## src/rtl/mem_port_arbiter_if.sv

```systemverilog
// Bundle of the fetch, LSU and memory-side signals of the shared memory port.
interface mem_port_arbiter_if #(
  parameter int unsigned CNT_W = 16
);
  logic             i_if_req;
  logic [31:0]      i_if_addr;
  logic             i_if_flush;
  logic             o_if_gnt;
  logic             o_if_rvalid;
  logic [31:0]      o_if_rdata;
  logic             i_ls_req;
  logic             i_ls_we;
  logic [31:0]      i_ls_addr;
  logic [31:0]      i_ls_wdata;
  logic [3:0]       i_ls_bmask;
  logic             o_ls_gnt;
  logic             o_ls_rvalid;
  logic [31:0]      o_ls_rdata;
  logic             o_mem_req;
  logic             o_mem_we;
  logic [31:0]      o_mem_addr;
  logic [31:0]      o_mem_wdata;
  logic [3:0]       o_mem_bmask;
  logic [31:0]      i_mem_rdata;
  logic             o_busy;
  logic [CNT_W-1:0] o_conflict_cnt;

  modport slave (
    input  i_if_req, i_if_addr, i_if_flush, i_ls_req, i_ls_we, i_ls_addr,
           i_ls_wdata, i_ls_bmask, i_mem_rdata,
    output o_if_gnt, o_if_rvalid, o_if_rdata, o_ls_gnt, o_ls_rvalid, o_ls_rdata,
           o_mem_req, o_mem_we, o_mem_addr, o_mem_wdata, o_mem_bmask,
           o_busy, o_conflict_cnt
  );

  modport master (
    output i_if_req, i_if_addr, i_if_flush, i_ls_req, i_ls_we, i_ls_addr,
           i_ls_wdata, i_ls_bmask, i_mem_rdata,
    input  o_if_gnt, o_if_rvalid, o_if_rdata, o_ls_gnt, o_ls_rvalid, o_ls_rdata,
           o_mem_req, o_mem_we, o_mem_addr, o_mem_wdata, o_mem_bmask,
           o_busy, o_conflict_cnt
  );
endinterface

```

## src/rtl/mem_port_arbiter.sv

```systemverilog
// Round-robin arbiter for the unified memory port shared by fetch and LSU,
// tracking one fixed-latency outstanding read and a saturating contention count.
module mem_port_arbiter #(
  parameter int unsigned MEM_LAT = 1,
  parameter int unsigned CNT_W   = 16
) (
  input  logic              i_clk,
  input  logic              i_reset,
  mem_port_arbiter_if.slave bus
);
  typedef enum logic {IDLE, WAIT} state_t;
  typedef enum logic {OWN_IF, OWN_LS} req_t;

  state_t           state, state_nx;
  req_t             owner, owner_nx, last_gnt, last_gnt_nx;
  logic [2:0]       lat_cnt, lat_nx;
  logic             drop, drop_nx;
  logic [CNT_W-1:0] conflict_cnt;

  logic grant_ok, win_ls, win_if, rd_issue, rv_cycle, denied;

  always_ff @(posedge i_clk or negedge i_reset) begin
    if (!i_reset) begin
      state    <= IDLE;
      owner    <= OWN_IF;
      last_gnt <= OWN_IF;
      lat_cnt  <= '0;
      drop     <= 1'b0;
    end else begin
      state    <= state_nx;
      owner    <= owner_nx;
      last_gnt <= last_gnt_nx;
      lat_cnt  <= lat_nx;
      drop     <= drop_nx;
    end
  end

  always_comb begin
    state_nx        = state;
    owner_nx        = owner;
    last_gnt_nx     = last_gnt;
    lat_nx          = lat_cnt;
    drop_nx         = drop;
    bus.o_if_gnt    = 1'b0;
    bus.o_ls_gnt    = 1'b0;
    bus.o_if_rvalid = 1'b0;
    bus.o_ls_rvalid = 1'b0;
    bus.o_if_rdata  = '0;
    bus.o_ls_rdata  = '0;
    bus.o_mem_req   = 1'b0;
    bus.o_mem_we    = 1'b0;
    bus.o_mem_addr  = '0;
    bus.o_mem_wdata = '0;
    bus.o_mem_bmask = '0;

    // Grant is gated by reset so every combinational output drops to 0 at once.
    grant_ok = i_reset && ((state == IDLE) || (lat_cnt == 3'd1));
    win_ls   = grant_ok && bus.i_ls_req && (!bus.i_if_req || (last_gnt == OWN_IF));
    win_if   = grant_ok && bus.i_if_req && !win_ls;
    rd_issue = win_if || (win_ls && !bus.i_ls_we);
    rv_cycle = (state == WAIT) && (lat_cnt == 3'd1);
    denied   = (bus.i_if_req && !win_if) || (bus.i_ls_req && !win_ls);

    if (win_ls) begin
      bus.o_ls_gnt    = 1'b1;
      bus.o_mem_req   = 1'b1;
      bus.o_mem_we    = bus.i_ls_we;
      bus.o_mem_addr  = bus.i_ls_addr;
      bus.o_mem_wdata = bus.i_ls_wdata;
      bus.o_mem_bmask = bus.i_ls_we ? bus.i_ls_bmask : 4'b0000;
      last_gnt_nx     = OWN_LS;
    end else if (win_if) begin
      bus.o_if_gnt    = 1'b1;
      bus.o_mem_req   = 1'b1;
      bus.o_mem_addr  = bus.i_if_addr;
      last_gnt_nx     = OWN_IF;
    end

    if (rv_cycle) begin
      if (owner == OWN_LS) begin
        bus.o_ls_rvalid = 1'b1;
        bus.o_ls_rdata  = bus.i_mem_rdata;
      end else if (!drop && !bus.i_if_flush) begin
        bus.o_if_rvalid = 1'b1;
        bus.o_if_rdata  = bus.i_mem_rdata;
      end
    end

    if (state == WAIT) begin
      lat_nx = lat_cnt - 3'd1;
      if ((owner == OWN_IF) && bus.i_if_flush) drop_nx = 1'b1;
      if (lat_cnt == 3'd1) begin
        state_nx = IDLE;
        drop_nx  = 1'b0;
      end
    end

    // A read issued in the rvalid cycle overrides the return to IDLE.
    if (rd_issue) begin
      state_nx = WAIT;
      lat_nx   = 3'(MEM_LAT);
      owner_nx = win_ls ? OWN_LS : OWN_IF;
      drop_nx  = 1'b0;
    end
  end

  always_ff @(posedge i_clk or negedge i_reset) begin
    if (!i_reset) begin
      conflict_cnt <= '0;
    end else if (denied && (conflict_cnt != '1)) begin
      conflict_cnt <= conflict_cnt + 1'b1;
    end
  end

  assign bus.o_busy         = (state == WAIT);
  assign bus.o_conflict_cnt = conflict_cnt;
endmodule

```

## src/flat_wrapper.sv

```systemverilog
// flat-port wrapper written by rule: the top's interface ports become plain ports
module mem_port_arbiter_flat 
#(
  parameter int unsigned MEM_LAT = 1,
  parameter int unsigned CNT_W   = 16
)
  (i_clk, i_reset, bus_i_if_req, bus_i_if_addr, bus_i_if_flush, bus_i_ls_req, bus_i_ls_we, bus_i_ls_addr, bus_i_ls_wdata, bus_i_ls_bmask, bus_i_mem_rdata, bus_o_if_gnt, bus_o_if_rvalid, bus_o_if_rdata, bus_o_ls_gnt, bus_o_ls_rvalid, bus_o_ls_rdata, bus_o_mem_req, bus_o_mem_we, bus_o_mem_addr, bus_o_mem_wdata, bus_o_mem_bmask, bus_o_busy, bus_o_conflict_cnt);
  mem_port_arbiter_if #(.CNT_W(CNT_W)) bus_i ();
  input  logic i_clk;
  input  logic i_reset;
  input wire logic [$bits(bus_i.i_if_req)-1:0] bus_i_if_req;
  input wire logic [$bits(bus_i.i_if_addr)-1:0] bus_i_if_addr;
  input wire logic [$bits(bus_i.i_if_flush)-1:0] bus_i_if_flush;
  input wire logic [$bits(bus_i.i_ls_req)-1:0] bus_i_ls_req;
  input wire logic [$bits(bus_i.i_ls_we)-1:0] bus_i_ls_we;
  input wire logic [$bits(bus_i.i_ls_addr)-1:0] bus_i_ls_addr;
  input wire logic [$bits(bus_i.i_ls_wdata)-1:0] bus_i_ls_wdata;
  input wire logic [$bits(bus_i.i_ls_bmask)-1:0] bus_i_ls_bmask;
  input wire logic [$bits(bus_i.i_mem_rdata)-1:0] bus_i_mem_rdata;
  output wire logic [$bits(bus_i.o_if_gnt)-1:0] bus_o_if_gnt;
  output wire logic [$bits(bus_i.o_if_rvalid)-1:0] bus_o_if_rvalid;
  output wire logic [$bits(bus_i.o_if_rdata)-1:0] bus_o_if_rdata;
  output wire logic [$bits(bus_i.o_ls_gnt)-1:0] bus_o_ls_gnt;
  output wire logic [$bits(bus_i.o_ls_rvalid)-1:0] bus_o_ls_rvalid;
  output wire logic [$bits(bus_i.o_ls_rdata)-1:0] bus_o_ls_rdata;
  output wire logic [$bits(bus_i.o_mem_req)-1:0] bus_o_mem_req;
  output wire logic [$bits(bus_i.o_mem_we)-1:0] bus_o_mem_we;
  output wire logic [$bits(bus_i.o_mem_addr)-1:0] bus_o_mem_addr;
  output wire logic [$bits(bus_i.o_mem_wdata)-1:0] bus_o_mem_wdata;
  output wire logic [$bits(bus_i.o_mem_bmask)-1:0] bus_o_mem_bmask;
  output wire logic [$bits(bus_i.o_busy)-1:0] bus_o_busy;
  output wire logic [$bits(bus_i.o_conflict_cnt)-1:0] bus_o_conflict_cnt;
  assign bus_i.i_if_req = bus_i_if_req;
  assign bus_i.i_if_addr = bus_i_if_addr;
  assign bus_i.i_if_flush = bus_i_if_flush;
  assign bus_i.i_ls_req = bus_i_ls_req;
  assign bus_i.i_ls_we = bus_i_ls_we;
  assign bus_i.i_ls_addr = bus_i_ls_addr;
  assign bus_i.i_ls_wdata = bus_i_ls_wdata;
  assign bus_i.i_ls_bmask = bus_i_ls_bmask;
  assign bus_i.i_mem_rdata = bus_i_mem_rdata;
  assign bus_o_if_gnt = bus_i.o_if_gnt;
  assign bus_o_if_rvalid = bus_i.o_if_rvalid;
  assign bus_o_if_rdata = bus_i.o_if_rdata;
  assign bus_o_ls_gnt = bus_i.o_ls_gnt;
  assign bus_o_ls_rvalid = bus_i.o_ls_rvalid;
  assign bus_o_ls_rdata = bus_i.o_ls_rdata;
  assign bus_o_mem_req = bus_i.o_mem_req;
  assign bus_o_mem_we = bus_i.o_mem_we;
  assign bus_o_mem_addr = bus_i.o_mem_addr;
  assign bus_o_mem_wdata = bus_i.o_mem_wdata;
  assign bus_o_mem_bmask = bus_i.o_mem_bmask;
  assign bus_o_busy = bus_i.o_busy;
  assign bus_o_conflict_cnt = bus_i.o_conflict_cnt;
  mem_port_arbiter #(.MEM_LAT(MEM_LAT), .CNT_W(CNT_W)) u_core (.i_clk(i_clk), .i_reset(i_reset), .bus(bus_i));
endmodule
```

## config.mk

```make
export PLATFORM = sky130hd
export DESIGN_NAME = mem_port_arbiter_flat
export DESIGN_NICKNAME = d
export VERILOG_FILES = /design/src/rtl/mem_port_arbiter_if.sv /design/src/rtl/mem_port_arbiter.sv /design/src/flat_wrapper.sv
export SDC_FILE = /design/constraint.sdc
export NUM_CORES = 1
export LEC_CHECK = 0
export ABC_AREA = 1
export BUFFER_PORTS_ARGS = -buffer_cell sky130_fd_sc_hd__buf_2
export CAP_MARGIN = 15
export CORE_AREA = 2 2 114 116
export CTS_BUF_LIST = sky130_fd_sc_hd__clkbuf_8 sky130_fd_sc_hd__clkbuf_16
export CTS_CLUSTER_SIZE = 14
export DETAILED_ROUTE_END_ITERATION = 10
export DIE_AREA = 0 0 116 118
export GPL_TIMING_DRIVEN = 0
export PLACE_DENSITY = 0.64
export SYNTH_ARGS = -nofsm -noshare
export SYNTH_HDL_FRONTEND = slang
export SYNTH_SLANG_ARGS = --single-unit
```

## constraint.sdc

```tcl
create_clock -name i_clk -period 3.8 [get_ports i_clk]
set_clock_uncertainty 0.05 [all_clocks]
set_input_delay 0.76 -clock i_clk [delete_from_list [all_inputs] [get_ports i_clk]]
set_output_delay 0.76 -clock i_clk [all_outputs]
set_load 0.02 [all_outputs]
```

==> results of run 1 <==
[sequential cells by signal, summed over array words and instances (netlist names)]
signal                     flops
u_core.bus.o_busy              1
u_core.bus.o_conflict_cnt     16
u_core.drop                    1
u_core.last_gnt                1
u_core.lat_cnt                 3
u_core.owner                   1
[cells by family (layout without fill, tap and decap cells)]
family / count (synthesis) / count (layout) / share of synthesized area
buffers and inverters: 106 / 402 / 0.169
adders and majority gates: 3 / 3 / 0.0149
xor gates and xnor gates: 7 / 7 / 0.0243
AOI/OAI and AO/OA: 9 / 9 / 0.0253
and+or+nand+nor: 332 / 332 / 0.539
DFF: 23 / 23 / 0.228
[stage by stage]
stage                      util  setup WS [ns]  instance area, µm²  hold slack (ns)  power [mW]
after floorplan               -           1.28                2520            0.414        1.16
after global placement    0.338          0.487                4200            0.441        1.61
after detailed placement  0.338          0.504                4200            0.437        1.62
after CTS                 0.345          0.499                4280            0.458        1.85
after global routing      0.345          0.313                4280            0.504        1.99
final                     0.345          0.619                4280            0.458        1.83
[final cells by class]
type	count	area, µm²	area share
multi-input combinational	351	1520	0.356
timing repair buffer	292	1460	0.342
sequential	23	576	0.135
inverter	87	327	0.0763
tap	172	215	0.0503
buffer	19	98.8	0.0231
clock buffer	3	75.1	0.0175
clock inverter	1	5.00	0.00117
[power groups by stage]
| stage | Sequential [mW] | Combinational (mW) | Clock (mW) |
|---|---|---|---|
| global placement | 0.381 | 1.23 | 0 |
| global route | 0.390 | 1.35 | 0.247 |
| CTS | 0.379 | 1.24 | 0.235 |
| floorplan | 0.413 | 0.748 | 0 |
| detailed placement | 0.382 | 1.24 | 0 |
| finish | 0.378 | 1.22 | 0.226 |
[path summary, 6_finish.rpt]
| check | slack [ns] | startpoint | end | cells past startpoint |
|---|---|---|---|---|
| max in group asynchronous | 2.85 | i_reset | u_core.bus.o_conflict_cnt[7] | 1 |
| max reg2reg | 2.06 | u_core.lat_cnt[1] | u_core.bus.o_conflict_cnt[0] | 10 |
| max | 0.62 | i_reset | bus_o_mem_addr[23] | 7 |
| min in group i_clk | 0.46 | u_core.last_gnt | u_core.last_gnt | 2 |
| min | 0.46 | i_reset | u_core.bus.o_conflict_cnt[11] | 1 |
| min reg2reg | 0.46 | u_core.last_gnt | u_core.last_gnt | 2 |
[routing by layer]
metal,part of all wire,wire length [µm],vias to the layer above,GRT usage
met5,0,0,-,0
met4,0.0057,61,0,0.0193
met3,0.091,986,5,0.0227
met2,0.51,5550,204,0.278
met1,0.39,4190,1612,0.157
li1,-,-,1982,-
[critical path: stages]
cell     delay [ns]
buf_2          0.47
nand3_2        0.27
inv_1          0.23
buf_2          0.27
nand2_1        0.13
nand2_1        0.08
buf_2          0.15
[placed cells by master, fill, tap and decap left out, drive strengths merged, types with 3 or more instances in the layout]
cell | netlist | layout
clkinv | 2 | 3
nand2 | 177 | 177
nand4 | 4 | 4
xor2 | 3 | 3
dfrtp | 23 | 23
nor2 | 122 | 122
nand3 | 26 | 26
buf | 15 | 307
inv | 85 | 85
o21ai | 3 | 3
ha | 3 | 3
xnor2 | 4 | 4
clkbuf | 4 | 7
==> flow_summary.json, run 1 <==
{
  "totalWireLength_um": 10800,
  "power.density_mw_per_mm2": 427,
  "slew_headroom": 0.608,
  "cts_root_buffer": "clkbuf_16",
  "antenna_cells": 0,
  "yosysTopAreaCellShare": 0.257,
  "p_seq_frac": 0.207,
  "yosysTopAreaCell": "nand2_1",
  "areaGrowthSynthToFinish_pct": 69.6,
  "async_reset_ff_frac": 1.00,
  "ant_nets": 0,
  "crit_type": "in -> out",
  "min_period_ns": 3.18,
  "yosysMostFrequentCell": "nand2_1",
  "ctsHoldBuffers": 0,
  "h-tree-depth": 1,
  "clock_latency_ns": 0.25,
  "die_w_um": 116,
  "synth_edf_count": 0,
  "syn-num-nets": 621,
  "final.setup.tns_ns": 0,
  "numCtsBuffers": 3,
  "drc": 0,
  "grt_max_degree": 27,
  "synth_flop_cell": "dfrtp_1",
  "synth_cells": 480,
  "drtIter0Drc": 174,
  "ys_ff_latch": 23,
  "min_period_over_period": 0.837,
  "p_int_mw": 0.854,
  "sw_frac_of_total": 0.533,
  "initial_core_util": 0.203,
  "fp.dieH_um": 118,
  "place_hpwl_um": 9210,
  "dr.pass1.iters": 4,
  "ys_top_cells_by_count": "nand2_1 (173), nor2_1 (120), inv_1 (82), nand3_1 (25), dfrtp_1 (23)",
  "cp_max_fo": 26,
  "ir_worst_vdd_v": 0.000193,
  "core_mm2": 0.0124,
  "dp_cells": 944,
  "status": "finished, final reports clean",
  "avgViaCountPerCell": 4.01,
  "worstSetupEndpointType": "output port",
  "std_cell_rows": 41,
  "die_area_mm2": 0.0137,
  "hold_viol_final": 0,
  "grt_pass1_vias": 3209,
  "grt_pass1_wl_um": 15400,
  "seq_area_frac_synth": 0.228,
  "via_count": 3803,
  "portBuffers": 292,
  "cp.required_ns": 2.99,
  "netlist_area_mm2": 0.00252,
  "final_nets": 918,
  "finalSetupViolations": 0,
  "post_cts_buffers": 0,
  "max_freq_ghz": 0.314,
  "synth_cell_type_count": 30,
  "rsz0062_at_grt": "no",
  "grt_overflow": 0,
  "antenna_found_initial": 0,
  "start_kind": "primary input",
  "p_comb_frac": 0.669,
  "gp_congestion": 0.870,
  "worst_ep_arrival_time_ns": 2.37,
  "n_fill_cell": 1406,
  "cap_violations": 0,
  "cts_tree": "done",
  "switchingPower_mw": 0.973,
  "post_cts_resized": 0,
  "grt_usage": 0.141,
  "post_route_cells_drive_above_1_share": 0.421,
  "clockBufferDepth": 2,
  "yosys-top-cells-area": "nand2_1 (26%), dfrtp_1 (23%), nor2_1 (18%)",
  "synth-warning-count": 0,
  "stdcell_count": 948,
  "hp-class": "in -> async",
  "worst_slew_pin_slew_ns": 0.588,
  "pin_count": 293,
  "p_leak_nw": 3.07,
  "slew_violations": 0,
  "syn_area_per_cell_um2": 5.26,
  "cts_sinks": 23,
  "clkSlewWorstSetupHoldPaths_ns": 0.06,
  "power_frac_clock": 0.124,
  "routedWlPerCell_um": 11.4
}
(Power assumes the default switching activity.)
==> run 2, diff against run 1 <==
Settings changed: ABC_AREA 1 to 0.
Clock period 3.8 ns to 2.7 ns, I/O delays scaled along.
==> flow_summary.json, run 2 <==
{
  "cpLargestDelayFamily": "buffers and inverters",
  "syn-num-nets": 405,
  "antenna_found_initial": 1,
  "pin_count": 293,
  "ctsHoldBuffers": 0,
  "clockBufferDepth": 2,
  "grt_usage": 0.148,
  "stdcell_count": 739,
  "synth-warning-count": 0,
  "synth_flop_cell": "dfrtp_1",
  "rsz0062_at_grt": "yes",
  "max_stage_delay_ns": 0.37,
  "gp_congestion": 0.838,
  "final.setup.tns_ns": 0,
  "via_count": 3110,
  "worst_ep_arrival_time_ns": 2.07,
  "grt_max_degree": 26,
  "worst_slew_pin_slew_ns": 0.505,
  "hold_viol_final": 0,
  "async_reset_ff_frac": 1.00,
  "grt_pass1_wl_um": 15800,
  "portBuffers": 292,
  "post_route_cells_drive_above_1_share": 0.602,
  "worst_path_max_delay_cell": "dfrtp_1",
  "hp-class": "in -> async",
  "fin_util": 0.350,
  "die_w_um": 116,
  "grt_overflow": 0,
  "worstSetupEndpointType": "output port",
  "crit_type": "reg -> out",
  "drtIter0Drc": 102,
  "final_common_cell": "buf_2",
  "netlist_area_mm2": 0.00221,
  "cp.required_ns": 2.11,
  "final_nets": 707,
  "setup_ws_ns": 0.0419,
  "avgViaCountPerCell": 4.21,
  "min_period_ns": 2.66,
  "h-tree-depth": 1,
  "routedWlPerCell_um": 15.5,
  "cp_num_cells": 9,
  "dp_cells": 728,
  "n_fill_cell": 1361,
  "clock_latency_ns": 0.26,
  "status": "finished, final reports clean",
  "ir_worst_vdd_v": 0.000455,
  "r2r-start": "u_core.bus.o_conflict_cnt[0]",
  "seq_area_frac_synth": 0.261,
  "final_cell_mix": "buf_2 (237), and2_1 (97), buf_4 (56), a22o_1 (30), dfrtp_1 (22)",
  "totalWireLength_um": 11400,
  "numCtsBuffers": 3,
  "synth_cells": 264,
  "ant_nets": 0,
  "synth_edf_count": 0,
  "fp.dieH_um": 118,
  "ys_ff_latch": 23,
  "rr_endpoint": "u_core.bus.o_conflict_cnt[1]",
  "ys_top_cells_by_count": "and2_1 (97), a22o_1 (32), dfrtp_1 (23), nor2_1 (14), nand3_1 (12)",
  "largest_reg_flops": 16,
  "drc": 0,
  "place_ws_ns": -0.590,
  "max_freq_ghz": 0.376,
  "cts_root_buffer": "clkbuf_16",
  "regToRegSetupSlack_ns": 0.64,
  "finalSetupViolations": 0,
  "cap_violations": 0,
  "clkSlewWorstSetupHoldPaths_ns": 0.06,
  "p_leak_nw": 2.50,
  "std_cell_rows": 41,
  "slew_violations": 0,
  "power.density_mw_per_mm2": 633,
  "yosysTopAreaCell": "and2_1",
  "reg2regPathDepth": 6,
  "place_hpwl_um": 9610,
  "critical_path.cell_chain": "inv_2, ha_4, nor2b_4, o21ai_4, a211oi_4, buf_12, buf_6, a22o_1, buf_4",
  "die_area_mm2": 0.0137,
  "min_period_over_period": 0.984,
  "synth_cell_type_count": 35,
  "core_mm2": 0.0124,
  "grt_pass1_vias": 2908,
  "cts_tree": "done",
  "start_kind": "flop",
  "cp_max_fo": 10,
  "dr.pass1.iters": 4,
  "yosysMostFrequentCell": "and2_1",
  "initial_core_util": 0.178,
  "path_buf_inv": 4,
  "yosys-top-cells-area": "and2_1 (27%), dfrtp_1 (26%), a22o_1 (13%)",
  "cts_sinks": 23,
  "syn_area_per_cell_um2": 8.37,
  "areaGrowthSynthToFinish_pct": 97.0,
  "slew_headroom": 0.662,
  "yosysTopAreaCellShare": 0.275
}
## run 2: changes by cell type after synthesis, sizes merged, moves of 4 or more
cell and delta:
and3 +8, a22o +32, clkbuf +4, nand2b +4
nor2 -108, xnor2 +7, nand3 -14, nand2 -173
and2 +97, buf -5, inv -79
## run 2: worst max path at each step
stage                      start                  to  slack [ns]
3_5_place_dp             i_reset  bus_o_mem_addr[25]       -0.59
4_1_cts        u_core.lat_cnt[1]  bus_o_mem_bmask[0]      -0.003
6_report       u_core.lat_cnt[1]   bus_o_mem_addr[2]        0.04
5_1_grt        u_core.lat_cnt[1]  bus_o_mem_addr[28]       -0.03
3_3_place_gp             i_reset  bus_o_mem_addr[25]       -0.55
2_1_floorplan  u_core.lat_cnt[1]  bus_o_if_rdata[22]        0.29
## run 2: stage by stage
step / hold WS (ns) / instance area (µm²) / power (mW)
floorplan: 0.194 / 2210 / 1.59
global placement: 0.450 / 3880 / 2.18
detailed placement: 0.441 / 3880 / 2.19
CTS: 0.141 / 4130 / 2.65
global route: 0.153 / 4350 / 2.93
finish: 0.131 / 4350 / 2.76
## run 2: power by group
group	leakage (nW)	total, mW	switching, mW	internal (mW)
Sequential	0.294	0.575	0.123	0.452
Combinational	2.17	1.85	1.05	0.800
Clock	0.0409	0.332	0.133	0.200
Total	2.50	2.76	1.30	1.45
## run 2: cell families after synthesis
logic type | synth area share
AO/OA/AOI/OAI | 0.188
XOR/XNOR | 0.0516
adder cells (fa/ha/maj) | 0.0170
buffers and inverters | 0.0493
flip-flops | 0.261
multiplexers | 0.0147
AND/OR/NAND/NOR | 0.419
## run 2: cell type report
class / count / area [µm²] / share of cell area
timing repair buffer: 297 / 1670 / 0.385
inverter: 6 / 22.5 / 0.00518
sequential: 23 / 577 / 0.133
tap: 172 / 215 / 0.0495
buffer: 18 / 176 / 0.0406
multi-input combinational: 217 / 1600 / 0.368
clock buffer: 3 / 75.1 / 0.0173
clock inverter: 1 / 5.00 / 0.00115
antenna: 2 / 5.00 / 0.00115
## run 2: worst reg2reg max path, stage by stage, from the launching register on
cell      delay [ns]
dfrtp_1         0.43
ha_1            0.23
and3_1          0.19
buf_6           0.13
and3_4          0.17
a211oi_4        0.37
mux2_2          0.37
## run 2: timing repair
item / CTS / global route
setup endpoints to repair: 134 / 107
pin swaps: 5 / 5
buffers inserted: 2 / 3
endpoints found under the hold margin: 0 / 0
gates resized for setup: 47 / 71
## run 2: routing by layer
metal  wire [µm]  vias to the layer above  part of all wire  global-route usage
met2        5570                      190              0.49               0.261
li1            -                     1512                 -                   -
met3        1170                        6              0.10              0.0438
met1        4630                     1402              0.40               0.181
met4          63                        0            0.0055              0.0201
met5           0                        -                 0                   0
